[src/rtl/cla_pkg.sv]
// Shared definitions for the pipelined carry-lookahead adder.
// The lookahead group size, the default operand width and the G/P beat layout live here.
package cla_pkg;

  localparam int unsigned CLA_GROUP         = 4;
  localparam int unsigned CLA_DEFAULT_WIDTH = 16;
  localparam int unsigned CLA_BEAT_WIDTH    = CLA_DEFAULT_WIDTH;

  typedef struct packed {
    logic [CLA_BEAT_WIDTH-1:0] g;
    logic [CLA_BEAT_WIDTH-1:0] p;
    logic                      c0;
    logic                      b_msb;
  } gp_beat_t;

  typedef enum logic [1:0] {
    StEmpty,
    StOne,
    StFull
  } skid_state_e;

  // Packed size of a G/P beat for a given operand width.
  function automatic int unsigned gp_beat_bits(input int unsigned width);
    return 2 * width + 2;
  endfunction

endpackage

[src/rtl/cla_gp_input_stage_if.sv]
// Operand-in / G-P-out handshake bundle of the carry-lookahead input stage.
// The slave modport is the stage itself; the master modport is its environment.
interface cla_gp_input_stage_if
  import cla_pkg::*;
#(
  parameter int unsigned WIDTH = CLA_DEFAULT_WIDTH
);

  logic             in_valid;
  logic             in_ready;
  logic [WIDTH-1:0] A;
  logic [WIDTH-1:0] B;
  logic             C_in;
  logic             sub;

  logic             out_valid;
  logic             out_ready;
  logic [WIDTH-1:0] G;
  logic [WIDTH-1:0] P;
  logic             C0;
  logic             B_msb;

  modport master (
    output in_valid,
    input  in_ready,
    output A,
    output B,
    output C_in,
    output sub,
    input  out_valid,
    output out_ready,
    input  G,
    input  P,
    input  C0,
    input  B_msb
  );

  modport slave (
    input  in_valid,
    output in_ready,
    input  A,
    input  B,
    input  C_in,
    input  sub,
    output out_valid,
    input  out_ready,
    output G,
    output P,
    output C0,
    output B_msb
  );

endinterface

[src/rtl/cla_skid_buffer.sv]
// Two-entry valid/ready register pair (main output register plus one skid entry).
// Full throughput with in_ready taken straight from a flop.
module cla_skid_buffer
  import cla_pkg::*;
#(
  parameter type beat_t = gp_beat_t
) (
  input  logic  clk,
  input  logic  rst_n,
  input  logic  in_valid,
  output logic  in_ready,
  input  beat_t in_data,
  output logic  out_valid,
  input  logic  out_ready,
  output beat_t out_data
);

  skid_state_e state_q, state_d;
  beat_t       main_q, main_d;
  beat_t       skid_q, skid_d;
  logic        in_ready_q, in_ready_d;
  logic        accept, drain;

  assign accept    = in_valid & in_ready_q;
  assign out_valid = (state_q != StEmpty);
  assign drain     = out_valid & out_ready;
  assign in_ready  = in_ready_q;
  assign out_data  = main_q;

  always_comb begin
    state_d = state_q;
    main_d  = main_q;
    skid_d  = skid_q;
    unique case (state_q)
      StEmpty: begin
        if (accept) begin
          main_d  = in_data;
          state_d = StOne;
        end
      end
      StOne: begin
        if (accept && drain) begin
          main_d = in_data;
        end else if (accept) begin
          skid_d  = in_data;
          state_d = StFull;
        end else if (drain) begin
          state_d = StEmpty;
        end
      end
      StFull: begin
        // in_ready is low here, so only a drain can happen.
        if (drain) begin
          main_d  = skid_q;
          state_d = StOne;
        end
      end
      default: state_d = StEmpty;
    endcase
    in_ready_d = (state_d != StFull);
  end

  always_ff @(posedge clk or negedge rst_n) begin
    if (!rst_n) begin
      state_q    <= StEmpty;
      main_q     <= '0;
      skid_q     <= '0;
      in_ready_q <= 1'b0;
    end else begin
      state_q    <= state_d;
      main_q     <= main_d;
      skid_q     <= skid_d;
      in_ready_q <= in_ready_d;
    end
  end

endmodule

[src/rtl/cla_gp_input_stage.sv]
// Registered front end of the pipelined CLA: add/subtract conditioning of B and the carry-in,
// per-bit generate/propagate, and a skid-buffered output register.
module cla_gp_input_stage
  import cla_pkg::*;
#(
  parameter int unsigned WIDTH = CLA_DEFAULT_WIDTH
) (
  input logic                 clk,
  input logic                 rst_n,
  cla_gp_input_stage_if.slave bus
);

  if ((WIDTH == 0) || ((WIDTH % CLA_GROUP) != 0)) begin : g_width_check
    $error("cla_gp_input_stage: WIDTH must be a non-zero multiple of the lookahead group size");
  end

  typedef struct packed {
    logic [WIDTH-1:0] g;
    logic [WIDTH-1:0] p;
    logic             c0;
    logic             b_msb;
  } stage_beat_t;

  logic [WIDTH-1:0] b_eff;
  stage_beat_t      in_beat;
  stage_beat_t      out_beat;

  // Subtract is A + ~B + 1, so the carry-in is forced high and C_in ignored.
  always_comb begin
    b_eff         = bus.sub ? ~bus.B : bus.B;
    in_beat.g     = bus.A & b_eff;
    in_beat.p     = bus.A ^ b_eff;
    in_beat.c0    = bus.sub | bus.C_in;
    in_beat.b_msb = b_eff[WIDTH-1];
  end

  cla_skid_buffer #(
    .beat_t (stage_beat_t)
  ) u_skid (
    .clk       (clk),
    .rst_n     (rst_n),
    .in_valid  (bus.in_valid),
    .in_ready  (bus.in_ready),
    .in_data   (in_beat),
    .out_valid (bus.out_valid),
    .out_ready (bus.out_ready),
    .out_data  (out_beat)
  );

  assign bus.G     = out_beat.g;
  assign bus.P     = out_beat.p;
  assign bus.C0    = out_beat.c0;
  assign bus.B_msb = out_beat.b_msb;

endmodule
[src/flat_wrapper.sv]
// flat-port wrapper written by rule: the top's interface ports become plain ports
module cla_gp_input_stage_flat import cla_pkg::*;
#(
  parameter int unsigned WIDTH = CLA_DEFAULT_WIDTH
)
  (clk, rst_n, bus_in_valid, bus_in_ready, bus_A, bus_B, bus_C_in, bus_sub, bus_out_valid, bus_out_ready, bus_G, bus_P, bus_C0, bus_B_msb);
  cla_gp_input_stage_if #(.WIDTH(WIDTH)) bus_i ();
  input logic clk;
  input logic rst_n;
  input wire logic [$bits(bus_i.in_valid)-1:0] bus_in_valid;
  output wire logic [$bits(bus_i.in_ready)-1:0] bus_in_ready;
  input wire logic [$bits(bus_i.A)-1:0] bus_A;
  input wire logic [$bits(bus_i.B)-1:0] bus_B;
  input wire logic [$bits(bus_i.C_in)-1:0] bus_C_in;
  input wire logic [$bits(bus_i.sub)-1:0] bus_sub;
  output wire logic [$bits(bus_i.out_valid)-1:0] bus_out_valid;
  input wire logic [$bits(bus_i.out_ready)-1:0] bus_out_ready;
  output wire logic [$bits(bus_i.G)-1:0] bus_G;
  output wire logic [$bits(bus_i.P)-1:0] bus_P;
  output wire logic [$bits(bus_i.C0)-1:0] bus_C0;
  output wire logic [$bits(bus_i.B_msb)-1:0] bus_B_msb;
  assign bus_i.in_valid = bus_in_valid;
  assign bus_in_ready = bus_i.in_ready;
  assign bus_i.A = bus_A;
  assign bus_i.B = bus_B;
  assign bus_i.C_in = bus_C_in;
  assign bus_i.sub = bus_sub;
  assign bus_out_valid = bus_i.out_valid;
  assign bus_i.out_ready = bus_out_ready;
  assign bus_G = bus_i.G;
  assign bus_P = bus_i.P;
  assign bus_C0 = bus_i.C0;
  assign bus_B_msb = bus_i.B_msb;
  cla_gp_input_stage #(.WIDTH(WIDTH)) u_core (.clk(clk), .rst_n(rst_n), .bus(bus_i));
endmodule
[config.mk]
export PLATFORM = sky130hd
export DESIGN_NAME = cla_gp_input_stage_flat
export DESIGN_NICKNAME = d
export VERILOG_FILES = /design/src/rtl/cla_pkg.sv /design/src/rtl/cla_gp_input_stage_if.sv /design/src/rtl/cla_skid_buffer.sv /design/src/rtl/cla_gp_input_stage.sv /design/src/flat_wrapper.sv
export SDC_FILE = /design/constraint.sdc
export NUM_CORES = 1
export LEC_CHECK = 0
export ABC_CLOCK_PERIOD_IN_PS = 1790
export BUFFER_PORTS_ARGS = -buffer_cell sky130_fd_sc_hd__buf_4
export CAP_MARGIN = 20
export CORE_ASPECT_RATIO = 1.25
export CORE_MARGIN = 8
export CORE_UTILIZATION = 54
export DETAILED_ROUTE_END_ITERATION = 10
export PLACE_DENSITY_LB_ADDON = 0.3
export SKIP_CTS_REPAIR_TIMING = 1
export SLEW_MARGIN = 20
export SYNTH_ARGS = -nofsm -noshare
export SYNTH_HDL_FRONTEND = slang
export SYNTH_HIERARCHICAL = 1
export SYNTH_SLANG_ARGS = --single-unit
[constraint.sdc]
create_clock -name clk -period 1.79 [get_ports clk]
set_clock_uncertainty 0.2 [all_clocks]
set_input_delay 0.2685 -clock clk [delete_from_list [all_inputs] [get_ports clk]]
set_output_delay 0.2685 -clock clk [all_outputs]
set_load 0.05 [all_outputs]
==> qor.tcl, run 1 <==
set qor(max_freq_mhz) 576
set qor(areaGrowthSynthToFinish_pct) 26.3
set qor(startpoint_type) {flip-flop}
set qor(clk_pin_slew_ps) 70
set qor(crit_path_top_delay_cell) {dfrtp_2}
set qor(cts.htree.levels) 3
set qor(wire_length_of_the_first_global_routing_pass_um) 12900
set qor(grt_max_degree) 38
set qor(crit_required_ps) 1320
set qor(post_route_cells_drive_above_1_share_pct) 45.4
set qor(average_cell_area_after_synthesis_um2) 14.7
set qor(post_layout_nonfiller_instances) 415
set qor(floorplan.initialDensity_pct) 54.5
set qor(multi_input_comb_area_mm2) 0.00158
set qor(yosysTopAreaCellShare_pct) 50.6
set qor(core_area_mm2) 0.00644
set qor(power.static_leakage_nw) 2.10
set qor(timing.final.setup_violations) 0
set qor(cts_tree) {yes}
set qor(max_slew_margin_pct) 68.1
set qor(postSynthNetCount) 293
set qor(rr_endpoint) {u_core/u_skid/out_data[28]$_DFFE_PN0P_}
set qor(final_worst_path_period_share_pct) 97.1
set qor(finalWirelength_um) 8000
set qor(totalPowerFinal_mw) 8.19
set qor(cts.path.max_buffers) 2
set qor(chain_of_cells_forming_the_critical_path) {or2_2 -> buf_4}
set qor(place_inst) 394
set qor(maxCapViolations) 0
set qor(vdd_drop_max_mv) 1.03
set qor(crit_path_end) {bus_out_valid}
set qor(final_hold_viol_count) 0
set qor(chipWidth_um) 88.1
set qor(synth_top_cells_by_count) {71 x dfrtp_1, 34 x o21a_1, 34 x o32a_1}
set qor(place.gp.congestion) 0.831
set qor(synthTopCellsByArea) {dfrtp_1 51%, mux2_4 13%, o32a_1 9.7%}
set qor(tritoncts_num_sinks) 71
set qor(die_area_mm2) 0.00935
set qor(drt_drc_violations_left) 0
set qor(rr_worst_depth) 5
set qor(grt_pass1_vias) 2453
set qor(min_path_type) {primary input to flip-flop}
set qor(num_rows) 33
set qor(route.vias.total) 2321
set qor(hold-worst-slack_ps) 52.1
set qor(filler_cells) 488
set qor(ios) 74
set qor(register_area_mm2) 0.00178
set qor(detailed_place_hpwl_um) 5540
set qor(worst_slew_pin_slew_ps) 478
set qor(synthesis.area_mm2) 0.00351
set qor(fin_tns_setup_ps) 0
set qor(synth_most_common_cell) {dfrtp_1}
set qor(vias_per_cell) 5.59
set qor(synth_top_flop_cell) {dfrtp_1}
set qor(grt_overflow) 0
set qor(report.final.slew_viol_count) 0
set qor(grt_setup_unrepaired) {no}
set qor(min_from) {bus_C_in}
set qor(critPathArrivalTime_ps) 1270
set qor(synth_cell_type_count) 26
set qor(diodes) 0
set qor(grt_use_total_pct) 18.1
set qor(run_status) {finished clean}
set qor(grt_antenna_before_repair) 0
set qor(drtIter0Drc) 132
set qor(reg2reg_from) {u_core/u_skid/state_q[1]$_DFF_PN0_}
set qor(synthArstFlopShare_pct) 100
set qor(path_max_fanout) 7
set qor(io_buffers) 73
set qor(critPathLaunch) {u_core/u_skid/state_q[1]$_DFF_PN0_}
set qor(postSynthRegisterBits) 71
set qor(synthesis.instances) 239
set qor(ff2ff_setup_slack_ps) 90
set qor(synth_seq_area_share_pct) 50.6
set qor(yosys.area.top_type) {dfrtp_1}
set qor(critPathCaptureType) {output pin}
set qor(postRouteAntennaNets) 0
set qor(ctsRootBufferMaster) {clkbuf_8}
set qor(cts_inserted_buffers) 9
set qor(power_per_cell_area_mw_per_mm2) 1850
set qor(drt_pre_antenna_iters) 4
set qor(post_route_minimum_period_ps) 1740
set qor(critical_path.max_stage_delay_ps) 440
set qor(die_height_um) 106
set qor(routed_wl_per_cell_um) 19.3
set qor(clk-insertion-delay-late_ps) 340
set qor(finish.net_count) 377
set qor(criticalPathCategory) {flip-flop to output pin}
set qor(synth_edf_count) 0
set qor(yosys_warnings) 6
layout by cell type, fill, tap and decap left out, drive strengths merged, types with 2 or more instances in the layout:
cell         Yosys  final
buf             15     89
clkbuf           3     11
clkinv           0      3
dfrtp           71     71
dlygate4sd3      0      2
ha              16     16
mux2            34     34
nand2            2      2
nand3b           2      2
o21a            34     34
o32a            34     34
or2              2      2
xor2            16     16
critical path: cells and delay by family (launching register included):
| kind | cells | cell delay (ps) |
|---|---|---|
| buf+inv | 1 | 190 |
| simple gates | 1 | 300 |
| flops | 1 | 440 |
through the flow:
step	cell area [um2]	utilization [%]	worst slack, ps
after floorplan	3510	-	85.0
after global placement	4180	64.9	-36.6
after detailed placement	4180	64.9	-103
after CTS	4390	68.1	-2.21
after global routing	4430	68.8	10.5
final	4430	68.8	52.7
state kept, by name, summed over array words and instances, names as in the netlist:
signal and cells:
u_core/u_skid/in_ready 1, u_core/u_skid/out_data 34, u_core/u_skid/skid_q 34, u_core/u_skid/state_q 2
layout make-up:
| cell class | count | share of cell area (%) |
|---|---|---|
| flip-flops and latches | 71 | 40.1 |
| multi-input cells | 149 | 35.7 |
| repair buffers | 91 | 16.9 |
| clock buffers | 11 | 3.42 |
| well taps | 87 | 2.46 |
| clock inverters | 5 | 1.27 |
| inverters | 1 | 0.0847 |
worst min path at each step:
| stage | end | slack (ps) | depth (start not counted) |
|---|---|---|---|
| global route | u_core/u_skid/skid_q[1]$_DFFE_PN0P_ | 50 | 3 |
| floorplan | u_core/u_skid/in_ready$_DFF_PN0_ | -230 | 0 |
| global placement | u_core/u_skid/out_data[30]$_DFFE_PN0P_ | 60 | 1 |
| finish | u_core/u_skid/skid_q[1]$_DFFE_PN0P_ | 50 | 3 |
| detailed placement | u_core/u_skid/out_data[30]$_DFFE_PN0P_ | 60 | 1 |
| CTS | u_core/u_skid/skid_q[31]$_DFFE_PN0P_ | -320 | 1 |
logic make-up (layout without fill, tap and decap cells):
group / after synthesis / after routing / share of synthesized area [%]
AO/OA/AOI/OAI: 72 / 72 / 18.0
flip-flops: 71 / 71 / 50.6
multiplexers: 35 / 35 / 14.4
buffers and inverters: 19 / 108 / 4.42
adder cells (fa/ha/maj): 16 / 16 / 5.70
XOR/XNOR: 16 / 16 / 3.99
AND/OR/NAND/NOR: 10 / 10 / 2.89
per-layer routing:
| layer | vias up | global-route usage, % | share of wire, % |
|---|---|---|---|
| met5 | - | 0 | 0 |
| met4 | 0 | 8.36 | 1.6 |
| met3 | 12 | 4.71 | 5.7 |
| met2 | 63 | 28.9 | 50 |
| met1 | 1166 | 22.1 | 43 |
| li1 | 1080 | - | - |
power by group:
group          internal [mW]  switching, mW  total [mW]  leakage, nW
combinational           1.72           2.35        4.08         1.15
clock                  0.717          0.590        1.31        0.105
sequential              2.36          0.442        2.80        0.836
Note: power is estimated with default switching activity, not from simulation.
==> inputs of run 2 (changes only) <==
- CORE_UTILIZATION: 54 -> 45
- PLACE_DENSITY_LB_ADDON: 0.3 -> 0.05
- RECOVER_POWER: default -> 50
==> qor.tcl, run 2 (synthesized netlist as in run 1, its figures left out) <==
set qor(startpoint_type) {flip-flop}
set qor(cts.htree.levels) 3
set qor(tritoncts_num_sinks) 71
set qor(criticalPathCategory) {flip-flop to output pin}
set qor(timing.final.setup_violations) 0
set qor(path_max_fanout) 4
set qor(max_slew_margin_pct) 40.7
set qor(rr_worst_depth) 5
set qor(io_buffers) 73
set qor(clk-insertion-delay-late_ps) 330
set qor(grt_pass1_vias) 2620
set qor(vias_per_cell) 5.53
set qor(drtIter0Drc) 64
set qor(finalWirelength_um) 8550
set qor(vdd_drop_max_mv) 0.877
set qor(chipWidth_um) 95.0
set qor(layout_commonest_cell) {dfrtp_1}
set qor(power.static_leakage_nw) 2.07
set qor(crit_required_ps) 1320
set qor(min_path_type) {primary input to flip-flop}
set qor(ios) 74
set qor(run_status) {finished clean}
set qor(report.final.slew_viol_count) 0
set qor(post_route_cells_drive_above_1_share_pct) 45.1
set qor(final_design_area_no_fill_mm2) 0.00438
set qor(ctsRootBufferMaster) {clkbuf_8}
set qor(grt_overflow) 0
set qor(power_per_cell_area_mw_per_mm2) 1840
set qor(final_hold_viol_count) 0
set qor(dpl-instance-area_mm2) 0.00419
set qor(drt_drc_violations_left) 0
set qor(grt_use_total_pct) 16.0
set qor(cts.path.max_buffers) 2
set qor(die_area_mm2) 0.0109
set qor(hold-worst-slack_ps) 3.81
set qor(cts_inserted_buffers) 9
set qor(finish.net_count) 377
set qor(detailed_place_hpwl_um) 5540
set qor(fin_tns_setup_ps) 0
set qor(areaGrowthSynthToFinish_pct) 24.9
set qor(floorplan.initialDensity_pct) 45.6
set qor(wire_length_of_the_first_global_routing_pass_um) 13500
set qor(timing.hold.worst_path_depth) 2
set qor(max_freq_mhz) 576
set qor(core_area_mm2) 0.00770
set qor(cts_tree) {yes}
set qor(maxCapViolations) 0
set qor(routed_wl_per_cell_um) 20.3
set qor(filler_cells) 679
set qor(clk_pin_slew_ps) 80
set qor(num_rows) 36
set qor(grt_max_degree) 35
set qor(worst_slew_pin_slew_ps) 890
set qor(final_cell_mix) {70 x dfrtp_1, 68 x buf_4, 34 x o32a_1, 34 x o21a_1, 30 x mux2_4}
set qor(diodes) 0
set qor(final_worst_path_period_share_pct) 97.0
set qor(totalPowerFinal_mw) 8.06
set qor(critPathCaptureType) {output pin}
set qor(place.gp.congestion) 0.805
set qor(route.vias.total) 2328
set qor(postRouteAntennaNets) 0
set qor(critPathArrivalTime_ps) 1270
set qor(grt_antenna_before_repair) 0
set qor(die_height_um) 115
set qor(post_route_minimum_period_ps) 1740
set qor(drt_pre_antenna_iters) 4
[run 2: worst paths after layout]
| kind | from | to | slack (ps) |
|---|---|---|---|
| setup / recovery | u_core/u_skid/state_q[1]$_DFF_PN0_ | bus_out_valid | 50 |
| hold / removal | bus_out_ready | u_core/u_skid/in_ready$_DFF_PN0_ | 4 |
| setup reg to reg | u_core/u_skid/state_q[0]$_DFF_PN0_ | u_core/u_skid/out_data[25]$_DFFE_PN0P_ | 60 |
| hold reg to reg | u_core/u_skid/out_data[6]$_DFFE_PN0P_ | u_core/u_skid/out_data[6]$_DFFE_PN0P_ | 290 |
| max in group asynchronous | rst_n | u_core/u_skid/skid_q[31]$_DFFE_PN0P_ | 210 |
| min in group asynchronous | rst_n | u_core/u_skid/out_data[27]$_DFFE_PN0P_ | 390 |
[run 2: report_power, final]
group          leakage [nW]  total, mW  switching (mW)  internal (mW)
clock                0.0940       1.25           0.587          0.662
combinational          1.14       4.01            2.37           1.64
sequential            0.838       2.80           0.439           2.36
total                  2.07       8.06            3.40           4.66
[run 2: cell type report]
class	instances	area, um2	share of cell area, %
Inverter	1	3.75	0.0856
Clock inverter	4	47.5	1.08
Timing Repair Buffer	90	697	15.9
Tap cell	95	119	2.71
Multi-Input combinational cell	150	1600	36.5
Sequential cell	71	1780	40.6
Clock buffer	10	138	3.14
[run 2: per-layer routing]
layer,vias to the layer above,wire length [um],part of all wire (%),GRT usage (%)
li1,1084,-,-,-
met1,1168,3780,44,19.9
met2,66,4090,48,25.7
met3,10,524,6.1,4.05
met4,0,153,1.8,6.68
met5,-,0,0,0
[run 2: worst max-delay path: stages (launching register included)]
cell and delay [ps]:
dfrtp_1 410, buf_6 130, or2_4 240, buf_8 150
[run 2: through the flow]
step | utilization (%) | instances | setup WS, ps
3_3_place_gp | 54.4 | 405 | -63.9
4_1_cts | 56.8 | 419 | -93.3
3_5_place_dp | 54.4 | 405 | -118
2_1_floorplan | - | 239 | 85.0
6_report | 56.9 | 421 | 53.5
5_1_grt | 56.9 | 421 | -2.84
==> inputs of run 3 (changes only) <==
- CORE_MARGIN: 8 -> default
==> qor.tcl, run 3 (synthesized netlist as in run 1, its figures left out) <==
set qor(run_status) {finished clean}
set qor(finalCoreUtilization_pct) 59.5
set qor(tritoncts_num_sinks) 71
set qor(post_route_cells_drive_above_1_share_pct) 45.5
set qor(timing.final.setup_violations) 0
set qor(num_rows) 35
set qor(ctsRootBufferMaster) {clkbuf_8}
set qor(drt_drc_violations_left) 0
set qor(post_layout_nonfiller_instances) 426
set qor(criticalPathCategory) {flip-flop to output pin}
set qor(grt_use_total_pct) 20.8
set qor(grt_overflow) 0
set qor(clk_pin_slew_ps) 80
set qor(die_height_um) 101
set qor(floorplan.initialDensity_pct) 47.1
set qor(cts_tree) {yes}
set qor(ios) 74
set qor(drt_pre_antenna_iters) 4
set qor(die_area_mm2) 0.00816
set qor(place.gp.congestion) 0.786
set qor(power_per_cell_area_mw_per_mm2) 1820
set qor(cts_inserted_buffers) 9
set qor(drtIter0Drc) 57
set qor(postRouteAntennaNets) 0
set qor(dpl-instance-area_mm2) 0.00426
set qor(final_hold_viol_count) 0
set qor(vias_per_cell) 5.49
set qor(detailedPlace.worstSlack_ps) -84.2
set qor(setup_ws_ps) 72.2
set qor(wire_length_of_the_first_global_routing_pass_um) 12400
set qor(areaGrowthSynthToFinish_pct) 26.2
set qor(critPathArrivalTime_ps) 1250
set qor(cts.path.max_buffers) 2
set qor(rr_worst_depth) 4
set qor(final_design_area_no_fill_mm2) 0.00443
set qor(diodes) 0
set qor(startpoint_type) {flip-flop}
set qor(maxCapViolations) 0
set qor(min_path_type) {primary input to flip-flop}
set qor(path_max_fanout) 4
set qor(max_slew_margin_pct) 56.3
set qor(critPathCaptureType) {output pin}
set qor(min_from) {bus_C_in}
set qor(grt_antenna_before_repair) 0
set qor(crit_required_ps) 1320
set qor(post_route_minimum_period_ps) 1720
set qor(grt_pass1_vias) 2462
set qor(final_cell_mix) {70 x buf_4, 70 x dfrtp_1, 34 x o32a_1, 34 x o21a_1, 30 x mux2_4}
set qor(reg2reg_from) {u_core/u_skid/state_q[1]$_DFF_PN0_}
set qor(detailed_place_hpwl_um) 5560
set qor(finish.net_count) 383
set qor(hold-worst-slack_ps) 56.0
set qor(max_freq_mhz) 582
set qor(report.final.slew_viol_count) 0
set qor(io_buffers) 73
set qor(grt_max_degree) 45
set qor(place_inst) 408
set qor(critPathLaunch) {u_core/u_skid/state_q[0]$_DFF_PN0_}
set qor(route.vias.total) 2339
set qor(grt_setup_unrepaired) {no}
set qor(power.static_leakage_nw) 2.10
set qor(routed_wl_per_cell_um) 18.7
set qor(vdd_drop_max_mv) 0.942
set qor(cts.htree.levels) 3
set qor(worst_slew_pin_slew_ps) 656
set qor(chipWidth_um) 81.0
set qor(core_area_mm2) 0.00744
set qor(final_worst_path_period_share_pct) 96.0
set qor(finalWirelength_um) 7950
set qor(clk-insertion-delay-late_ps) 340
set qor(timing.hold.worst_path_depth) 3
run 3: cell types whose count changed in the layout (fill, tap and decap cells not counted):
cell / previous run / this run
inv_6: 0 / 2
o21ai_4: 2 / 1
buf_12: 3 / 4
clkbuf_1: 0 / 2
dlygate4sd3_1: 1 / 2
buf_8: 2 / 1
buf_4: 68 / 70
clkbuf_2: 15 / 17
run 3: path summary, 6_finish.rpt:
kind	endpoint	slack, ps
worst max-delay path	bus_out_valid	70
worst min-delay path	u_core/u_skid/skid_q[1]$_DFFE_PN0P_	60
worst max register to register	u_core/u_skid/skid_q[23]$_DFFE_PN0P_	100
worst min register to register	u_core/u_skid/out_data[12]$_DFFE_PN0P_	290
max in group asynchronous	u_core/u_skid/in_ready$_DFF_PN0_	270
min in group asynchronous	u_core/u_skid/out_data[28]$_DFFE_PN0P_	280
run 3: area by class of cell:
cell class                      instances  area [um2]
Clock inverter                          6        65.1
Fill cell                             645        3020
Clock buffer                           10         138
Sequential cell                        71        1780
Multi-Input combinational cell        149        1590
Timing Repair Buffer                   97         744
Tap cell                               92         115
Inverter                                1        3.75
run 3: routing by layer:
metal / GRT usage, % / part of all wire, %
met3: 5.43 / 4.6
met5: 0 / 0
met1: 26.5 / 45
met4: 6.18 / 0.98
met2: 34.5 / 49
run 3: worst max-delay path, stage by stage, from the launching register on:
cell and delay, ps:
dfrtp_1 390, clkbuf_1 130, or2_4 240, buf_8 150
run 3: power by group:
part | internal, mW | switching, mW | total (mW) | leakage (nW)
sequential | 2.36 | 0.440 | 2.80 | 0.838
combinational | 1.64 | 2.33 | 3.97 | 1.16
clock | 0.687 | 0.625 | 1.31 | 0.103
total | 4.68 | 3.40 | 8.08 | 2.10
run 3: metrics by stage:
stage / total power, mW / TNS, ps
floorplan: 5.70 / 0
global placement: 6.87 / -96.1
detailed placement: 6.92 / -249
CTS: 8.26 / -27.2
global route: 8.48 / 0
finish: 8.08 / 0
